## src/rtl/led_flow_pkg.sv

```systemverilog
// Shared encodings for the led_flow_n animation block.
// Mode select values and bounce direction type.
package led_flow_pkg;

   localparam logic [1:0] MODE_ROT   = 2'b00;
   localparam logic [1:0] MODE_BNC   = 2'b01;
   localparam logic [1:0] MODE_FILL  = 2'b10;
   localparam logic [1:0] MODE_BLINK = 2'b11;

   typedef enum logic {
      DIR_UP   = 1'b0,
      DIR_DOWN = 1'b1
   } dir_t;

endpackage

```

## src/rtl/led_flow_n_prescaler.sv

```systemverilog
// Programmable step prescaler: one tick every max(period,1) enabled cycles.
// A clear (mode change) restarts the count and suppresses the tick.
module led_prescaler #(
   parameter int DIV_W = 24
) (
   input  logic             CLK,
   input  logic             reset,
   input  logic             enable,
   input  logic             clr,
   input  logic [DIV_W-1:0] period,
   output logic             tick
);

   logic [DIV_W-1:0] cnt;
   logic [DIV_W-1:0] last;

   // >= so a period shrunk below the running count fires on the next cycle
   assign last = (period == '0) ? '0 : period - DIV_W'(1);
   assign tick = enable && !clr && (cnt >= last);

   always_ff @(posedge CLK or negedge reset) begin
      if (!reset) begin
         cnt <= '0;
      end else if (clr || tick) begin
         cnt <= '0;
      end else if (enable) begin
         cnt <= cnt + DIV_W'(1);
      end
   end

endmodule

```

## src/rtl/led_flow_n.sv

```systemverilog
// N-wide LED animator: rotate, bounce, fill/drain and blink modes
// stepped by an internal run-time programmable prescaler.
module led_flow_n
   import led_flow_pkg::*;
#(
   parameter int N_LED = 16,
   parameter int DIV_W = 24
) (
   input  logic             CLK,
   input  logic             reset,
   input  logic             SW_in,
   input  logic [1:0]       mode,
   input  logic             enable,
   input  logic [DIV_W-1:0] period,
   output logic [N_LED-1:0] led,
   output logic             step
);

   localparam int FW = $clog2(N_LED + 1);
   localparam logic [N_LED-1:0] LED_ONE = N_LED'(1);

   logic [1:0]       mode_q;
   logic [N_LED-1:0] led_q, led_d;
   logic [FW-1:0]    fill_q, fill_d;
   dir_t             dir_q, dir_d;
   logic             step_q;
   logic             mode_chg;
   logic             tick;
   logic             onehot;

   function automatic logic [N_LED-1:0] fill_map(
      input logic [FW-1:0] k,
      input logic          hi
   );
      logic [N_LED-1:0] m;
      m = '0;
      for (int i = 0; i < N_LED; i++) begin
         if (hi) m[i] = (i >= N_LED - int'(k));
         else    m[i] = (i < int'(k));
      end
      return m;
   endfunction

   assign mode_chg = (mode != mode_q);
   assign onehot   = (led_q != '0) &&
                     ((led_q & (led_q - LED_ONE)) == '0);

   led_prescaler #(
      .DIV_W (DIV_W)
   ) u_presc (
      .CLK    (CLK),
      .reset  (reset),
      .enable (enable),
      .clr    (mode_chg),
      .period (period),
      .tick   (tick)
   );

   always_ff @(posedge CLK or negedge reset) begin
      if (!reset) begin
         mode_q <= MODE_ROT;
         led_q  <= LED_ONE;
         fill_q <= '0;
         dir_q  <= DIR_UP;
         step_q <= 1'b0;
      end else begin
         mode_q <= mode;
         led_q  <= led_d;
         fill_q <= fill_d;
         dir_q  <= dir_d;
         step_q <= tick;
      end
   end

   always_comb begin
      led_d  = led_q;
      fill_d = fill_q;
      dir_d  = dir_q;
      if (mode_chg) begin
         unique case (mode)
            MODE_ROT:   led_d = LED_ONE;
            MODE_BNC: begin
               led_d = LED_ONE;
               dir_d = DIR_UP;
            end
            MODE_FILL: begin
               fill_d = '0;
               led_d  = '0;
            end
            MODE_BLINK: led_d = '0;
            default:    led_d = LED_ONE;
         endcase
      end else if (tick) begin
         unique case (mode_q)
            MODE_ROT: begin
               if (!onehot)    led_d = LED_ONE;
               else if (SW_in) led_d = {led_q[0], led_q[N_LED-1:1]};
               else            led_d = {led_q[N_LED-2:0], led_q[N_LED-1]};
            end
            MODE_BNC: begin
               // end LEDs turn around on their own step, lit once each
               if (!onehot) begin
                  led_d = LED_ONE;
               end else if (dir_q == DIR_UP) begin
                  if (led_q[N_LED-1]) begin
                     dir_d = DIR_DOWN;
                     led_d = led_q >> 1;
                  end else begin
                     led_d = led_q << 1;
                  end
               end else begin
                  if (led_q[0]) begin
                     dir_d = DIR_UP;
                     led_d = led_q << 1;
                  end else begin
                     led_d = led_q >> 1;
                  end
               end
            end
            MODE_FILL: begin
               fill_d = (fill_q == FW'(N_LED)) ? '0 : fill_q + FW'(1);
               led_d  = fill_map(fill_d, SW_in);
            end
            MODE_BLINK: led_d = ~led_q;
            default:    led_d = LED_ONE;
         endcase
      end else if (enable && mode_q == MODE_FILL) begin
         led_d = fill_map(fill_q, SW_in);
      end
   end

   assign led  = led_q;
   assign step = step_q;

endmodule

```

## config.mk

```make
export PLATFORM = sky130hd
export DESIGN_NAME = led_flow_n
export DESIGN_NICKNAME = d
export VERILOG_FILES = /design/src/rtl/led_flow_pkg.sv /design/src/rtl/led_flow_n_prescaler.sv /design/src/rtl/led_flow_n.sv
export SDC_FILE = /design/constraint.sdc
export NUM_CORES = 1
export LEC_CHECK = 0
export CORE_ASPECT_RATIO = 1.1
export CORE_MARGIN = 2
export CORE_UTILIZATION = 37
export DETAILED_ROUTE_END_ITERATION = 12
export HOLD_SLACK_MARGIN = 0.06
export PLACE_DENSITY = 0.63
export SLEW_MARGIN = 20
export SYNTH_ARGS = -nofsm -noshare
export SYNTH_HDL_FRONTEND = slang
export SYNTH_SLANG_ARGS = --single-unit
```

## constraint.sdc

```tcl
create_clock -name CLK -period 10.35 [get_ports CLK]
set_input_delay 1.5525 -clock CLK [delete_from_list [all_inputs] [get_ports CLK]]
set_output_delay 1.5525 -clock CLK [all_outputs]
set_load 0.01 [all_outputs]
```

==> flow_metrics.py <==
metrics = {
    "setup_path": {
        "reg2regPathDepth": 13,
        "r2r-end": "led[10]$_DFFE_PN0P_",
        "path_class": "input port to register",
        "cp.depth": 14,
        "path_buf_inv": 1,
        "cp.arrival_ns": 6.69,
        "reg2reg_setup_slack_ns": 5.70,
        "path_delay_family": "simple AND/OR/NAND/NOR gates",
        "endpoint_kind": "register",
        "startpoint": "period[10]",
        "crit_top_cell": "a31o_2",
        "startpoint_type": "input port",
        "slowest_stage": "nand4_1",
        "critPathCapture": "fill_q[3]$_DFFE_PN0P_",
        "max_stage_delay_ns": 0.74,
        "cp_max_fo": 34,
        "rr_startpoint": "fill_q[0]$_DFFE_PN0P_",
        "crit_chain": "clkdlybuf4s50_1 > or4_1 > or3_1 > nor4_1 > nand4_1 > and2_1 > ha_1 > nand2b_1 > a21oi_1 > o2111ai_1 > a31o_2 > a31o_2 > nand3b_1 > mux2_2",
        "worstPathRequired_ns": 10.53,
    },
    "floorplan": {
        "die_area_mm2": 0.01648,
        "start_util_pct": 37.86,
        "io_pins": 47,
        "die_h_um": 134.4,
        "num_rows": 47,
        "die_w_um": 122.6,
        "core_area_mm2": 0.01511,
    },
    "global_routing": {
        "grt_max_degree": 50,
        "grt.met1_usage_pct": 31.23,
        "first_global_vias": 5534,
        "grt_busiest_layer": "met2",
        "grtUsageMet2_pct": 32.99,
        "grt_util_met3_pct": 3.189,
        "grt_pass1_wl_um": 28720,
        "gr-total-overflow": 0,
        "grt.total_usage_pct": 21.71,
        "antenna_found_initial": 0,
    },
    "timing": {
        "hold_violations": 0,
        "fin_skew_ns": 0.009658,
        "setup_viol": 0,
        "finalCriticalPeriod_ns": 6.507,
        "worstMarginPinSlew_ns": 0.9718,
        "min_period_over_period_pct": 62.87,
        "slew_headroom_pct": 34.37,
        "timing.setup.tns_ns": 0,
        "final-max-slew-violation-count": 0,
        "rsz0062_at_grt": "no",
        "fmax_mhz": 153.7,
    },
    "synthesis": {
        "synth_edf_count": 0,
        "synth_nets": 834,
        "ys_ff_latch": 49,
        "synth_area_per_cell_um2": 7.450,
        "synthArstFlopShare_pct": 100.0,
        "ys_seq_area_share_pct": 21.45,
        "syn_area_mm2": 0.005722,
        "syn_inst": 768,
        "synth_cell_types": 72,
        "synth_warnings": 0,
        "synth_ff_type": "dfrtp_1",
    },
    "pwr": {
        "power_uw": 731.2,
        "ir_worst_vdd_uv": 70.52,
        "leakage_nw": 2.687,
        "power.density_mw_per_mm2": 114.0,
    },
    "routing": {
        "vias": 5898,
        "ant_nets": 0,
        "viasPerCell": 6.099,
        "drt_pass1_iterations": 5,
        "drt-wirelength-per-cell_um": 18.41,
        "wl_um": 17800,
        "drt_iter0_drc": 520,
        "drc_errors": 0,
    },
    "cts": {
        "clk_latency_ns": 0.30,
        "root_buffer": "clkbuf_16",
        "clockBufferDepth": 2,
        "cts_made_buffers": 5,
        "ctsHoldBuffers": 0,
        "cts_setup_buffers": 0,
        "cts_resized": 0,
        "htreeDepth": 2,
        "clk_pin_slew_ns": 0.07,
        "cts_tree": "built",
        "cts_sinks": 49,
    },
    "status": {
        "status": "finished, final reports clean",
    },
    "finish": {
        "drive_above_1_share_pct": 4.540,
        "antenna_cells": 0,
        "mostFrequentLayoutCells": "nand2_1 (97), nor2_1 (61), o21ai_0 (61), a21oi_1 (49), dfrtp_1 (48)",
        "nFillCells": 1535,
        "fin_util_pct": 42.43,
        "nets": 836,
        "multi_input_area_mm2": 0.004184,
        "register_area_mm2": 0.001227,
        "final_common_cell": "nand2_1",
        "syn_to_final_growth_pct": 12.07,
    },
    "hold_path": {
        "hold_class": "register to register",
    },
    "placement": {
        "io_buffers": 46,
        "dp_hpwl_um": 12700,
        "gp_congestion": 0.9246,
    },
    "flow_run": {
        "maxCapViolCount": 0,
    },
}
-- routing by layer --
metal / vias up / part of all wire [%]
li1: 2846 / -
met1: 2791 / 47
met2: 235 / 44
met3: 26 / 7.3
met4: 0 / 2.0
met5: - / 0
-- worst min-delay path by stage --
stage | startpoint | cells past startpoint | to
2_1_floorplan | u_presc.cnt[8]$_DFFE_PN0P_ | 2 | u_presc.cnt[8]$_DFFE_PN0P_
3_3_place_gp | u_presc.cnt[23]$_DFFE_PN0P_ | 2 | u_presc.cnt[23]$_DFFE_PN0P_
3_5_place_dp | u_presc.cnt[16]$_DFFE_PN0P_ | 2 | u_presc.cnt[16]$_DFFE_PN0P_
4_1_cts | u_presc.cnt[16]$_DFFE_PN0P_ | 2 | u_presc.cnt[16]$_DFFE_PN0P_
5_1_grt | u_presc.cnt[17]$_DFFE_PN0P_ | 1 | u_presc.cnt[17]$_DFFE_PN0P_
6_report | u_presc.cnt[16]$_DFFE_PN0P_ | 2 | u_presc.cnt[16]$_DFFE_PN0P_
-- cell usage after synthesis, types with 4 or more instances --
cell,count,area (um^2)
mux2i_1,27,270.3
a32o_1,5,50.05
nor2b_1,6,37.54
nor4_1,11,68.82
a21oi_1,49,245.2
o2bb2ai_1,4,35.03
nand2_1,97,364.1
mux2_2,7,78.83
xor2_1,25,219.0
nand4_1,11,68.82
ha_1,36,450.4
o21ai_0,61,305.3
nand3_1,21,105.1
a211oi_1,13,97.59
buf_1,11,41.29
nor3b_1,4,30.03
nand4b_1,4,35.03
and3_1,12,75.07
or2_2,5,31.28
nor3_1,24,120.1
nand3b_1,4,30.03
nor2_1,61,229.0
a21o_1,10,75.07
nand2b_1,9,56.30
a31oi_1,8,50.05
o221ai_1,5,43.79
o31ai_1,7,52.55
and2_1,5,31.28
xnor2_1,21,183.9
inv_1,22,82.58
o22ai_1,7,43.79
o311ai_0,5,43.79
or4_1,5,37.54
clkbuf_1,42,157.7
a22oi_1,4,30.03
or3_1,10,62.56
o21a_1,7,52.55
dfrtp_1,48,1201
-- cells by family (layout without fill, tap and decap cells) --
family / Yosys count / count (layout) / synth area share (%)
AOI/OAI and AO/OA: 226 / 226 / 26.09
xor gates and xnor gates: 46 / 46 / 7.041
adders and majority gates: 37 / 37 / 8.047
buffers and inverters: 80 / 83 / 5.423
DFF: 49 / 49 / 21.45
muxes: 35 / 35 / 6.363
and+or+nand+nor: 295 / 295 / 25.59
-- where the power goes --
part / internal (mW) / switching [mW] / total (mW)
Clock: 0.121 / 0.0757 / 0.197
Sequential: 0.198 / 0.0242 / 0.222
Combinational: 0.116 / 0.196 / 0.312
-- sequential cells by signal (all words and copies together) (netlist names) --
signal	cells
u_presc.cnt	24
led	16
mode_q	2
dir_q	1
fill_q	5
step	1
-- metrics by stage --
| stage | area [um^2] | worst slack, ns | std cells | hold slack, ns |
|---|---|---|---|---|
| after floorplan | 5722 | 4.954 | 768 | 0.5242 |
| after global placement | 6240 | 3.547 | 959 | 0.5607 |
| after detailed placement | 6240 | 3.502 | 959 | 0.5679 |
| after CTS | 6412 | 3.794 | 967 | 0.5804 |
| after global routing | 6412 | 3.322 | 967 | 0.6238 |
| final | 6412 | 3.843 | 967 | 0.5818 |
-- worst register-to-register path: cells and delay by family, from the launching register on --
kind / cells / cell delay (ns)
simple gates: 3 / 1.08
flops: 1 / 0.66
fa+ha+maj: 3 / 1.13
buf+inv: 2 / 0.35
compound gates: 5 / 1.31
-- layout make-up --
type / instances / area share, %
Clock inverter: 1 / 0.4683
Timing Repair Buffer: 51 / 7.688
Tap cell: 196 / 3.824
Inverter: 24 / 1.405
Clock buffer: 7 / 2.224
Multi-Input combinational cell: 639 / 65.25
Sequential cell: 49 / 19.14
Power figures use the tool's default switching activity.
